### src/rtl/fnd_scan_ctrl.sv
// fnd_scan_ctrl
//   Scan controller for the 4-digit common-anode FND.
//   - Converts a 14-bit binary value (saturated to 9999) to BCD with a
//     multi-cycle double-dabble FSM. The result is committed to a display
//     register in one step.
//   - Time-multiplexes the four digits.
//   - Supports leading-zero blanking, per-digit decimal points and
//     whole-display blink.
//
// Ports
//   clk       in   system clock, rising edge
//   rst_n     in   asynchronous active-low reset
//   load      in   single-cycle strobe: capture value, start conversion
//   value     in   [13:0] binary value; values above 9999 show as 9999
//   dp_en     in   [3:0] decimal point enable per digit (bit 0 = ones)
//   blank_lz  in   1 = blank leading zeros
//   blink_en  in   1 = whole display blinks at BLINK_HZ
//   busy      out  conversion in progress; load is ignored while high
//   digit_sel out  [1:0] digit index to the 2-to-4 decoder (0 = ones)
//   seg       out  [7:0] active-low {dp,g,f,e,d,c,b,a}
module fnd_scan_ctrl #(
  parameter int CLK_HZ   = 100_000_000,
  parameter int SCAN_HZ  = 1000,
  parameter int BLINK_HZ = 2
) (
  input  logic        clk,
  input  logic        rst_n,
  input  logic        load,
  input  logic [13:0] value,
  input  logic [3:0]  dp_en,
  input  logic        blank_lz,
  input  logic        blink_en,
  output logic        busy,
  output logic [1:0]  digit_sel,
  output logic [7:0]  seg
);

  localparam int SCAN_DIV   = CLK_HZ / SCAN_HZ;
  localparam int BLINK_HALF = CLK_HZ / (2 * BLINK_HZ);
  localparam int SCAN_W     = (SCAN_DIV > 1) ? $clog2(SCAN_DIV) : 1;
  localparam int BLINK_W    = (BLINK_HALF > 1) ? $clog2(BLINK_HALF) : 1;
  localparam logic [SCAN_W-1:0]  SCAN_LAST  = SCAN_W'(SCAN_DIV - 1);
  localparam logic [BLINK_W-1:0] BLINK_LAST = BLINK_W'(BLINK_HALF - 1);

  localparam logic [1:0] S_IDLE   = 2'd0;
  localparam logic [1:0] S_SHIFT  = 2'd1;
  localparam logic [1:0] S_COMMIT = 2'd2;

  localparam logic [13:0] VAL_MAX = 14'd9999;

  // Conversion state
  logic [1:0]  state_q, state_d;
  logic [3:0]  iter_q, iter_d;
  logic [13:0] bin_q, bin_d;
  logic [15:0] bcd_q, bcd_d;
  logic [15:0] bcd_adj;
  logic        busy_q, busy_d;
  logic [15:0] disp_q, disp_d;

  // Scan and blink state
  logic [SCAN_W-1:0]  scan_cnt_q, scan_cnt_d;
  logic [1:0]         sel_q, sel_d;
  logic [7:0]         seg_q, seg_d;
  logic [BLINK_W-1:0] blink_cnt_q, blink_cnt_d;
  logic               phase_on_q, phase_on_d;

  logic       refresh;
  logic [1:0] sel_nxt;
  logic [3:0] digit;
  logic [7:0] pat;

  function automatic logic [7:0] seg_enc(input logic [3:0] d);
    case (d)
      4'd0:    seg_enc = 8'hC0;
      4'd1:    seg_enc = 8'hF9;
      4'd2:    seg_enc = 8'hA4;
      4'd3:    seg_enc = 8'hB0;
      4'd4:    seg_enc = 8'h99;
      4'd5:    seg_enc = 8'h92;
      4'd6:    seg_enc = 8'h82;
      4'd7:    seg_enc = 8'hF8;
      4'd8:    seg_enc = 8'h80;
      4'd9:    seg_enc = 8'h90;
      default: seg_enc = 8'hFF;
    endcase
  endfunction

  // True when digit i and every digit above it are zero. Digit 0 is never
  // considered leading, so a zero value still shows "0".
  function automatic logic is_leading_zero(input logic [15:0] d,
                                           input logic [1:0]  i);
    case (i)
      2'd1:    is_leading_zero = (d[15:4]  == 12'd0);
      2'd2:    is_leading_zero = (d[15:8]  == 8'd0);
      2'd3:    is_leading_zero = (d[15:12] == 4'd0);
      default: is_leading_zero = 1'b0;
    endcase
  endfunction

  // Double-dabble adjust step: every nibble >= 5 gets +3 before the shift.
  always_comb begin
    bcd_adj = bcd_q;
    for (int k = 0; k < 4; k++) begin
      if (bcd_q[4*k +: 4] >= 4'd5) begin
        bcd_adj[4*k +: 4] = bcd_q[4*k +: 4] + 4'd3;
      end
    end
  end

  // Conversion FSM. SHIFT runs 14 shift cycles and then one extra cycle
  // that moves to COMMIT and drops busy. The display register therefore
  // updates 16 edges after the edge that accepted load. Load is ignored
  // during COMMIT because only IDLE looks at it.
  always_comb begin
    state_d = state_q;
    iter_d  = iter_q;
    bin_d   = bin_q;
    bcd_d   = bcd_q;
    busy_d  = busy_q;
    disp_d  = disp_q;
    case (state_q)
      S_IDLE: begin
        if (load) begin
          bin_d   = (value > VAL_MAX) ? VAL_MAX : value;
          bcd_d   = 16'd0;
          iter_d  = 4'd0;
          busy_d  = 1'b1;
          state_d = S_SHIFT;
        end
      end
      S_SHIFT: begin
        if (iter_q == 4'd14) begin
          busy_d  = 1'b0;
          state_d = S_COMMIT;
        end else begin
          bcd_d  = {bcd_adj[14:0], bin_q[13]};
          bin_d  = {bin_q[12:0], 1'b0};
          iter_d = iter_q + 4'd1;
        end
      end
      S_COMMIT: begin
        disp_d  = bcd_q;
        state_d = S_IDLE;
      end
      default: begin
        busy_d  = 1'b0;
        state_d = S_IDLE;
      end
    endcase
  end

  // Scan: seg is recomputed only on the refresh edge, for the digit that
  // becomes selected on that same edge. Display options are sampled here.
  always_comb begin
    refresh    = (scan_cnt_q == SCAN_LAST);
    scan_cnt_d = refresh ? '0 : scan_cnt_q + SCAN_W'(1);
    sel_nxt    = sel_q + 2'd1;
    digit      = disp_q[{sel_nxt, 2'b00} +: 4];

    pat = seg_enc(digit);
    if (blank_lz && is_leading_zero(disp_q, sel_nxt)) begin
      pat = 8'hFF;
    end
    if (dp_en[sel_nxt]) begin
      pat[7] = 1'b0;
    end
    if (blink_en && !phase_on_q) begin
      pat = 8'hFF;
    end

    sel_d = refresh ? sel_nxt : sel_q;
    seg_d = refresh ? pat : seg_q;
  end

  // Blink phase. Disabling clears the counter so a re-enable always starts
  // with a full on phase.
  always_comb begin
    blink_cnt_d = blink_cnt_q;
    phase_on_d  = phase_on_q;
    if (!blink_en) begin
      blink_cnt_d = '0;
      phase_on_d  = 1'b1;
    end else if (blink_cnt_q == BLINK_LAST) begin
      blink_cnt_d = '0;
      phase_on_d  = !phase_on_q;
    end else begin
      blink_cnt_d = blink_cnt_q + BLINK_W'(1);
    end
  end

  always_ff @(posedge clk or negedge rst_n) begin
    if (!rst_n) begin
      state_q     <= S_IDLE;
      iter_q      <= 4'd0;
      bin_q       <= 14'd0;
      bcd_q       <= 16'd0;
      busy_q      <= 1'b0;
      disp_q      <= 16'd0;
      scan_cnt_q  <= '0;
      sel_q       <= 2'd0;
      seg_q       <= 8'hFF;
      blink_cnt_q <= '0;
      phase_on_q  <= 1'b1;
    end else begin
      state_q     <= state_d;
      iter_q      <= iter_d;
      bin_q       <= bin_d;
      bcd_q       <= bcd_d;
      busy_q      <= busy_d;
      disp_q      <= disp_d;
      scan_cnt_q  <= scan_cnt_d;
      sel_q       <= sel_d;
      seg_q       <= seg_d;
      blink_cnt_q <= blink_cnt_d;
      phase_on_q  <= phase_on_d;
    end
  end

  assign busy      = busy_q;
  assign digit_sel = sel_q;
  assign seg       = seg_q;

endmodule

### config.mk
export PLATFORM = sky130hd
export DESIGN_NAME = fnd_scan_ctrl
export DESIGN_NICKNAME = d
export VERILOG_FILES = /design/src/rtl/fnd_scan_ctrl.sv
export SDC_FILE = /design/constraint.sdc
export NUM_CORES = 1
export LEC_CHECK = 0
export ABC_AREA = 0
export CAP_MARGIN = 30
export CORE_MARGIN = 2
export CORE_UTILIZATION = 50
export CTS_CLUSTER_DIAMETER = 50
export DETAILED_ROUTE_END_ITERATION = 6
export PLACE_DENSITY = 0.72
export SYNTH_ARGS = -nofsm -noshare
export SYNTH_HDL_FRONTEND = slang
export SYNTH_SLANG_ARGS = --single-unit
### constraint.sdc
create_clock -name clk -period 2.41 [get_ports clk]
set_input_delay 0.241 -clock clk [delete_from_list [all_inputs] [get_ports clk]]
set_output_delay 0.241 -clock clk [all_outputs]
set_load 0.02 [all_outputs]
# After elaboration in Yosys (flattened, before gate mapping)
# Memories as Yosys holds them, arrays and structs flattened.
# Index checks and enable logic that the tools add are counted.
# totals
reg_bits	106
mem_bits_ro	112
output_inout_bits	11
word_cells	82
memories	1
# classes
n_addsub	8
magnitude_cmp	6
eq_ne	12
shifts	1
mux	31
bitwise	1
n_reduce_logical	11
# memory_table
memory	depth	word_bits	rd	rd_ports_with_merged_regs	write_ports	line_no	source
(no name shown)	16	7	1	0	0	73	case (d)
# ops
operator	count
two-way mux 25 bit	2
two-way mux 14 bit	3
two-way mux 16 bit	2
one-hot mux 16 bit (2 select lines)	1
one-hot mux 14 bit (2 select lines)	1
adder 25 x 1 -> 25 bit, second input constant	1
== test 25 bit, second input constant	1
two-way mux 4 bit	5
adder 17 x 1 -> 17 bit, second input constant	1
== test 17 bit, second input constant	1
two-way mux 17 bit	1
>= comparator 4 x 3 -> 1 bit, second input constant	4
two-way mux 8 bit	2
variable part select 16 x 5 -> 4 bit	1
greater-than comparator 14 bit, second input constant	1
adder 4 x 2 -> 4 bit, second input constant	3
zero test 12 bit	1
zero test 8 bit	1
one-hot mux 4 bit (2 select lines)	1
== test 2 bit, second input constant	3
two-way mux 1 bit	6
inequality test 2 bit, second input constant	3
one-hot mux 1 bit (3 select lines)	2
AND reduction 3 bit	2
other kinds (18)	21

# Depth between registers and ports, before layout
# Gate-level depths: netlist (run 1).
# depth
word_depth	7
ltp_mapped	11

# Worst setup path before layout (run 1)
# OpenSTA, ideal clock, no wires.
# synth_path
path_type	register -> register
start	register sel_q[0] (netlist: digit_sel[0])
end	register seg_q[2] (netlist: seg[2])
setup_ps	83
t_arrival_ps	2578
path_slack_ps	-251
path_stages_with_launch	11
path_cell_list	dfrtp_1 buf_6 inv_1 ha_1 clkbuf_1 mux4_1 inv_1 ha_1 inv_1 or3_2 a41oi_1
# synth_between
elab_chain_cells	6
elab_cells_between_ends	10
# synth_rtl
item	line_no	source
start, declared	62	logic [1:0] sel_q, sel_d;
start signal, assigned	212	sel_q <= sel_d;
adder 2 x 1 -> 2 bit *	157	sel_nxt = sel_q + 2'd1;
named net sel_nxt[0]	68	logic [1:0] sel_nxt;
parallel branches: the longest is 3 deep, another holds memory (16 x 7 bit)	-	
two-way mux 8 bit *	161	if (blank_lz && is_leading_zero(disp_q, sel_nxt)) begin
two-way mux 8 bit *	167	if (blink_en && !phase_on_q) begin
end signal, assigned	213	seg_q <= seg_d;
end, declared	63	logic [7:0] seg_q, seg_d;
# Mark *: on every way through the listed nets, which the timed path passes.
# A chain may end at the register's enable or synchronous reset.

# Final worst setup path (run 1)
# layout_path
start	register sel_q[1] (netlist: digit_sel[1])
end	register seg_q[2] (netlist: seg[2])
# The elaborated chain is that of the path after synthesis.

==> reports/metrics.cfg, run 1 <==
[hold_path]
min_path_cells = 3
hold_end = bin_q[0]
min_path_type = primary input to flop
hp-start = value[0]

[grt]
grt_pass1_vias = 4024
track_usage_pct = 19.9
grt_max_degree = 57
grt_overflow = 0
grt_antenna_before_repair = 0
grt_first_pass_wirelength_mm = 19.1

[routing]
dr.pass1.iters = 4
detail_route.vias_per_cell = 5.81
first_iter_violations = 231
vias = 4229
route.detailed.drc = 0
routed_wl_mm = 11.2
antenna_left = 0
wire_per_inst_um = 15.4

[job]
drv_cap = 0

[critical_path]
crit_required_ps = 2710
r2r_slack_ps = 130
timing.rr.end = seg[2]
r2r_start = digit_sel[1]
cp-start-kind = flop
cp_max_fo = 4
crit_chain = inv_1, ha_1, mux4_2, inv_2, ha_1, inv_1, or3_2, a41oi_2
reg2regPathDepth = 8
cp.arrival_ps = 2580
crit_slowest_cell = or3_2
critPathCaptureType = flop
max_stage_delay_ps = 480
critical_path_class = flop to flop

[floorplanning]
rows = 38
die-area_um2 = 12000
die_h_um = 109
die_x_um = 109
initial_core_util_pct = 51.3
coreArea_um2 = 10800
ioPinCount = 34

[layout]
n_fill_cell = 946
drive_gt1_share_pct = 11.6
seqCellArea_um2 = 2670
layout.nets = 627
synthToLayoutAreaGrowth_pct = 12.7
postLayoutCellArea_um2 = 6270
diodes = 0
multi_input_area_um2 = 2670

[synthesis]
yosys-top-cells-area = dfrtp_1 44%, ha_1 4.7%, dfstp_2 4.3%
avgSynthCellArea_um2 = 10.1
ys_seq_area_share_pct = 47.9
synth.distinct_cells = 47
yosys.area.top_type_share_pct = 43.7
yosys-top-cells-count = 97 x dfrtp_1, 47 x o21ai_0, 36 x a21oi_1, 36 x nand2_1, 35 x nand3_1
synth_area_leader_cell = dfrtp_1
ys.flop_type = dfrtp_1
yosysMostFrequentCell = dfrtp_1
ys_ff_latch = 106
synth_edf_count = 0
netlist_instances = 551
syn_nets = 595
netlist_area_um2 = 5560
synthArstFlopShare_pct = 100
synth_warnings = 0

[cts]
clkTransAtPathRegs_ps = 100
cts_sinks = 106
numCtsBuffers = 9
clockBufferDepth = 2
post_cts_buffers = 0
cts_tree = done
htree_num_levels = 3
clock_tree.root_cell = clkbuf_8
clk_latency_ps = 370

[placed_design]
port-buffer-count = 33
placed_cell_area_um2 = 6040
dp_slack_ps = 128
gp_congestion = 0.826
dpl.hpwl_mm = 8.01

[timing]
skew_ps = 12.8
tns_ps = 0
tightest_slew_ps = 860
drv_slew = 0
rsz0062_at_grt = false
setup_viol = 0
fin_crit_ps = 2280
setup_ws_ps = 132
fmax_mhz = 439
period_share_pct = 94.5
hold_viol = 0
slew_headroom_pct = 42.7

[status]
status = finished clean

[power]
ir_worst_vdd_mv = 0.733
p_leak_uw = 0.00260
power.density_nw_per_um2 = 874

==> critical path, delay by kind of cell (launching register included) <==
kind                     cells  cell delay [ps]
buffers and inverters        3              230
adder cells (fa/ha/maj)      2              510
multiplexers                 1              380
AO/OA/AOI/OAI                1              200
AND/OR/NAND/NOR              1              480
flip-flops                   1              410
==> what timing repair did <==
action                                  CTS  global route
endpoints found under the setup margin    0             5
endpoints found under the hold margin    44             0
gates resized for setup                   0             1
hold buffers                              1             0
==> report_power, final <==
part / internal [µW] / leakage (µW) / switching, µW
Clock: 541 / 0.000106 / 609
Sequential: 2170 / 0.00137 / 318
Combinational: 835 / 0.00112 / 1000
Total: 3550 / 0.00260 / 1930
==> through the flow <==
stage	total power (µW)	std cells	hold WS [ps]	utilization (%)
floorplan	3830	551	-54.6	-
finish	5470	728	388	57.8
detailed placement	4360	711	339	55.8
global placement	4250	711	331	55.8
global route	5850	728	390	57.8
CTS	5510	728	380	57.8
==> placed cells by master, fill, tap and decap left out, drive strengths merged, types with 11 or more instances in the layout <==
| master | Yosys | layout |
|---|---|---|
| nand2 | 36 | 36 |
| ha | 21 | 21 |
| clkdlybuf4s50 | 0 | 32 |
| a21oi | 36 | 36 |
| o21ai | 47 | 47 |
| xor2 | 15 | 15 |
| nand4 | 13 | 13 |
| nor2 | 31 | 31 |
| mux2 | 16 | 16 |
| nand3 | 35 | 35 |
| clkbuf | 19 | 11 |
| dfrtp | 97 | 97 |
| buf | 9 | 16 |
| xnor2 | 16 | 16 |
| or4 | 12 | 12 |
| inv | 25 | 26 |
| o31ai | 16 | 16 |
==> how the worst max path moves through the flow <==
stage,start,depth (start not counted),endpoint,slack (ps)
6_report,digit_sel[1],8,seg[2],130
5_1_grt,digit_sel[1],8,seg[2],1
4_1_cts,digit_sel[1],5,seg[0],120
3_5_place_dp,digit_sel[1],5,seg[1],130
3_3_place_gp,digit_sel[1],8,seg[2],250
2_1_floorplan,digit_sel[0],10,seg[2],20
==> sequential cells by signal, indices dropped and copies added (netlist names) <==
name and count:
iter_q 4, scan_cnt_q 17, state_q 2, phase_on_q 1
seg 8, busy 1, bin_q 14, digit_sel 2
blink_cnt_q 25, disp_q 16, bcd_q 16
==> area by class of cell <==
class	instances	share of cell area (%)
repair buffers	49	7.19
inverters	25	1.50
clock inverters	5	0.958
flip-flops and latches	106	42.5
clock buffers	11	2.42
multi-input cells	392	42.6
well taps	140	2.80
==> cell families (layout without fill, tap and decap cells) <==
family / Yosys count / after routing / share of synthesized area [%]
AOI/OAI and AO/OA: 125 / 125 / 13.8
xor gates and xnor gates: 31 / 31 / 4.89
adders and majority gates: 21 / 21 / 4.73
buffers and inverters: 53 / 90 / 4.10
DFF: 106 / 106 / 47.9
muxes: 26 / 26 / 6.21
and+or+nand+nor: 189 / 189 / 18.4
==> per-layer routing <==
layer,track usage [%],up-vias,share of wire (%)
met5,0,-,0
met4,4.79,0,1.2
met3,4.15,15,3.2
met2,32.1,65,48
met1,27.7,2085,47
li1,-,2064,-
No activity file was read; power rests on OpenSTA's default activity.
==> inputs of run 2 (changes only) <==
- CORE_UTILIZATION: 50 -> 54
- CTS_CLUSTER_DIAMETER: 50 -> default
- PLACE_DENSITY: 0.72 -> 0.76
==> run 2 against run 1 <==
Net effect: hold slack worse by 55 ps; routed wire length is 0.37% higher; clock power is 17% higher; largest power group unchanged; clock-buffer cell count stayed put; first-iteration DRC count is 3.9% lower; sequential cell count stayed put; fmax is 1.3% higher; design area is 1.0% higher; sequential share of layout area is 0.44 points lower; die area is 7.1% lower; via count is 0.35% higher.
==> reports/metrics.cfg, run 2 (same netlist as run 1, synthesis figures left out) <==
[critical_path]
crit_required_ps = 2710  ; about the same
cp_max_fo = 5  ; +1
critical_path_class = flop to flop
r2r_slack_ps = 160  ; +30 ps
cp.arrival_ps = 2550  ; -30 ps
crit_chain = inv_2, ha_1, mux4_2, inv_2, ha_1, inv_1, or3_2, a41oi_2
max_stage_delay_ps = 480  ; about the same
timing.rr.end = seg[2]
critPathCaptureType = flop
r2r_start = digit_sel[0]
crit_slowest_cell = or3_2
reg2regPathDepth = 8  ; unchanged
cp-start-kind = flop

[routing]
antenna_left = 0  ; unchanged
dr.pass1.iters = 4  ; unchanged
vias = 4244  ; +0.35%
route.detailed.drc = 0  ; unchanged
first_iter_violations = 222  ; -3.9%
routed_wl_mm = 11.3  ; +0.37%
wire_per_inst_um = 15.5  ; +0.78%
detail_route.vias_per_cell = 5.85  ; +0.77%

[timing]
fmax_mhz = 444  ; +1.3%
hold_viol = 0  ; unchanged
slew_headroom_pct = 44.2  ; +1.5 points
tightest_slew_ps = 837  ; -22.7 ps
tns_ps = 0  ; unchanged
skew_ps = 10.2  ; -2.60 ps
period_share_pct = 93.3  ; -1.2 points
setup_viol = 0  ; unchanged
setup_ws_ps = 160  ; +28.2 ps
fin_crit_ps = 2250  ; -28.2 ps
fin_hold_ws_ps = 333  ; -55.4 ps
drv_slew = 0  ; unchanged
rsz0062_at_grt = false

[floorplanning]
ioPinCount = 34  ; unchanged
initial_core_util_pct = 54.8  ; +3.5 points
coreArea_um2 = 10100  ; -6.5%
rows = 37  ; -2.6%
die_h_um = 105  ; -3.6%
die-area_um2 = 11100  ; -7.1%
die_x_um = 105  ; -3.6%

[placed_design]
port-buffer-count = 33  ; unchanged
placed_cell_area_um2 = 6070  ; +0.46%
dpl.hpwl_mm = 7.94  ; -0.84%
gp_congestion = 0.862  ; +4.4%
dp_slack_ps = 156  ; +27.9 ps

[grt]
grt_first_pass_wirelength_mm = 19.6  ; +2.3%
grt_antenna_before_repair = 0  ; unchanged
grt_max_degree = 78  ; +37%
track_usage_pct = 21.6  ; +1.6 points
grt_overflow = 0  ; unchanged
grt_pass1_vias = 4126  ; +2.5%

[layout]
post-route-util_pct = 62.4  ; +4.6 points
n_fill_cell = 816  ; -14%
top_regs = blink_cnt_q: 25 flops, scan_cnt_q: 17 flops
regMostFlops = blink_cnt_q
postLayoutCellArea_um2 = 6330  ; +1.0%
layout.nets = 628  ; +0.16%
synthToLayoutAreaGrowth_pct = 13.9
diodes = 0  ; unchanged
drive_gt1_share_pct = 11.5  ; -0.020 points
largest_register_ffs = 25  ; unchanged
most-common-layout-cells = 96 x dfrtp_1, 47 x o21ai_0, 36 x nand2_1, 36 x a21oi_1, 35 x nand3_1
final_common_cell = dfrtp_1
seqCellArea_um2 = 2670  ; unchanged
multi_input_area_um2 = 2670  ; unchanged

[cts]
clockBufferDepth = 2  ; unchanged
cts_resized = 0  ; unchanged
numCtsBuffers = 9  ; unchanged
clk_latency_ps = 370  ; about the same
cts_tree = done
cts_sinks = 106  ; unchanged
htree_num_levels = 3  ; unchanged
clkTransAtPathRegs_ps = 100  ; about the same
clock_tree.root_cell = clkbuf_8

[power]
power.density_nw_per_um2 = 898  ; +2.8%
ir_worst_vdd_mv = 0.547  ; -25%
p_leak_uw = 0.00263  ; +1.1%

[job]
drv_cap = 0  ; unchanged

[hold_path]
min_path_type = primary input to async pin

[status]
status = finished clean

## run 2: what timing repair did
item                                   4_1_cts  5_1_grt
hold buffers                                 1        0
buffers inserted                             0        0
endpoints found under the hold margin       20        0
## run 2: worst max path at each step
stage / start / endpoint / slack [ps]
5_1_grt: digit_sel[1] / seg[2] / 40
4_1_cts: digit_sel[0] / seg[2] / 150
2_1_floorplan: digit_sel[0] / seg[2] / 20
3_5_place_dp: digit_sel[0] / seg[2] / 160
3_3_place_gp: digit_sel[0] / seg[2] / 250
6_report: digit_sel[0] / seg[2] / 160
## run 2: final cells by class
cell class | count | share of cell area (%)
clock buffers | 11 | 2.23
clock inverters | 5 | 1.70
inverters | 25 | 1.48
multi-input cells | 392 | 42.2
flip-flops and latches | 106 | 42.1
well taps | 136 | 2.69
repair buffers | 50 | 7.63
## run 2: routing by layer
metal	global-route usage, %	wire, µm	up-vias
met3	4.14	337	12
met4	6.95	133	0
li1	-	-	2068
met1	29.5	5290	2102
met5	0	0	-
met2	34.7	5500	62
## run 2: critical path, delay by kind of cell, from the launching register on
| family | cells | cell delay (ps) |
|---|---|---|
| AO/OA/AOI/OAI | 1 | 210 |
| buffers and inverters | 3 | 230 |
| AND/OR/NAND/NOR | 1 | 480 |
| adder cells (fa/ha/maj) | 2 | 480 |
| multiplexers | 1 | 370 |
| flip-flops | 1 | 430 |
## run 2: report_power, final
group	internal (µW)	leakage, µW	switching, µW
Clock	727	0.000125	614
Sequential	2170	0.00137	310
Combinational	855	0.00113	1010
## run 2: stage by stage
step	total power (µW)	cells
after floorplan	3830	551
after global placement	4280	708
after detailed placement	4370	708
after CTS	5720	725
after global routing	6080	725
final	5680	725
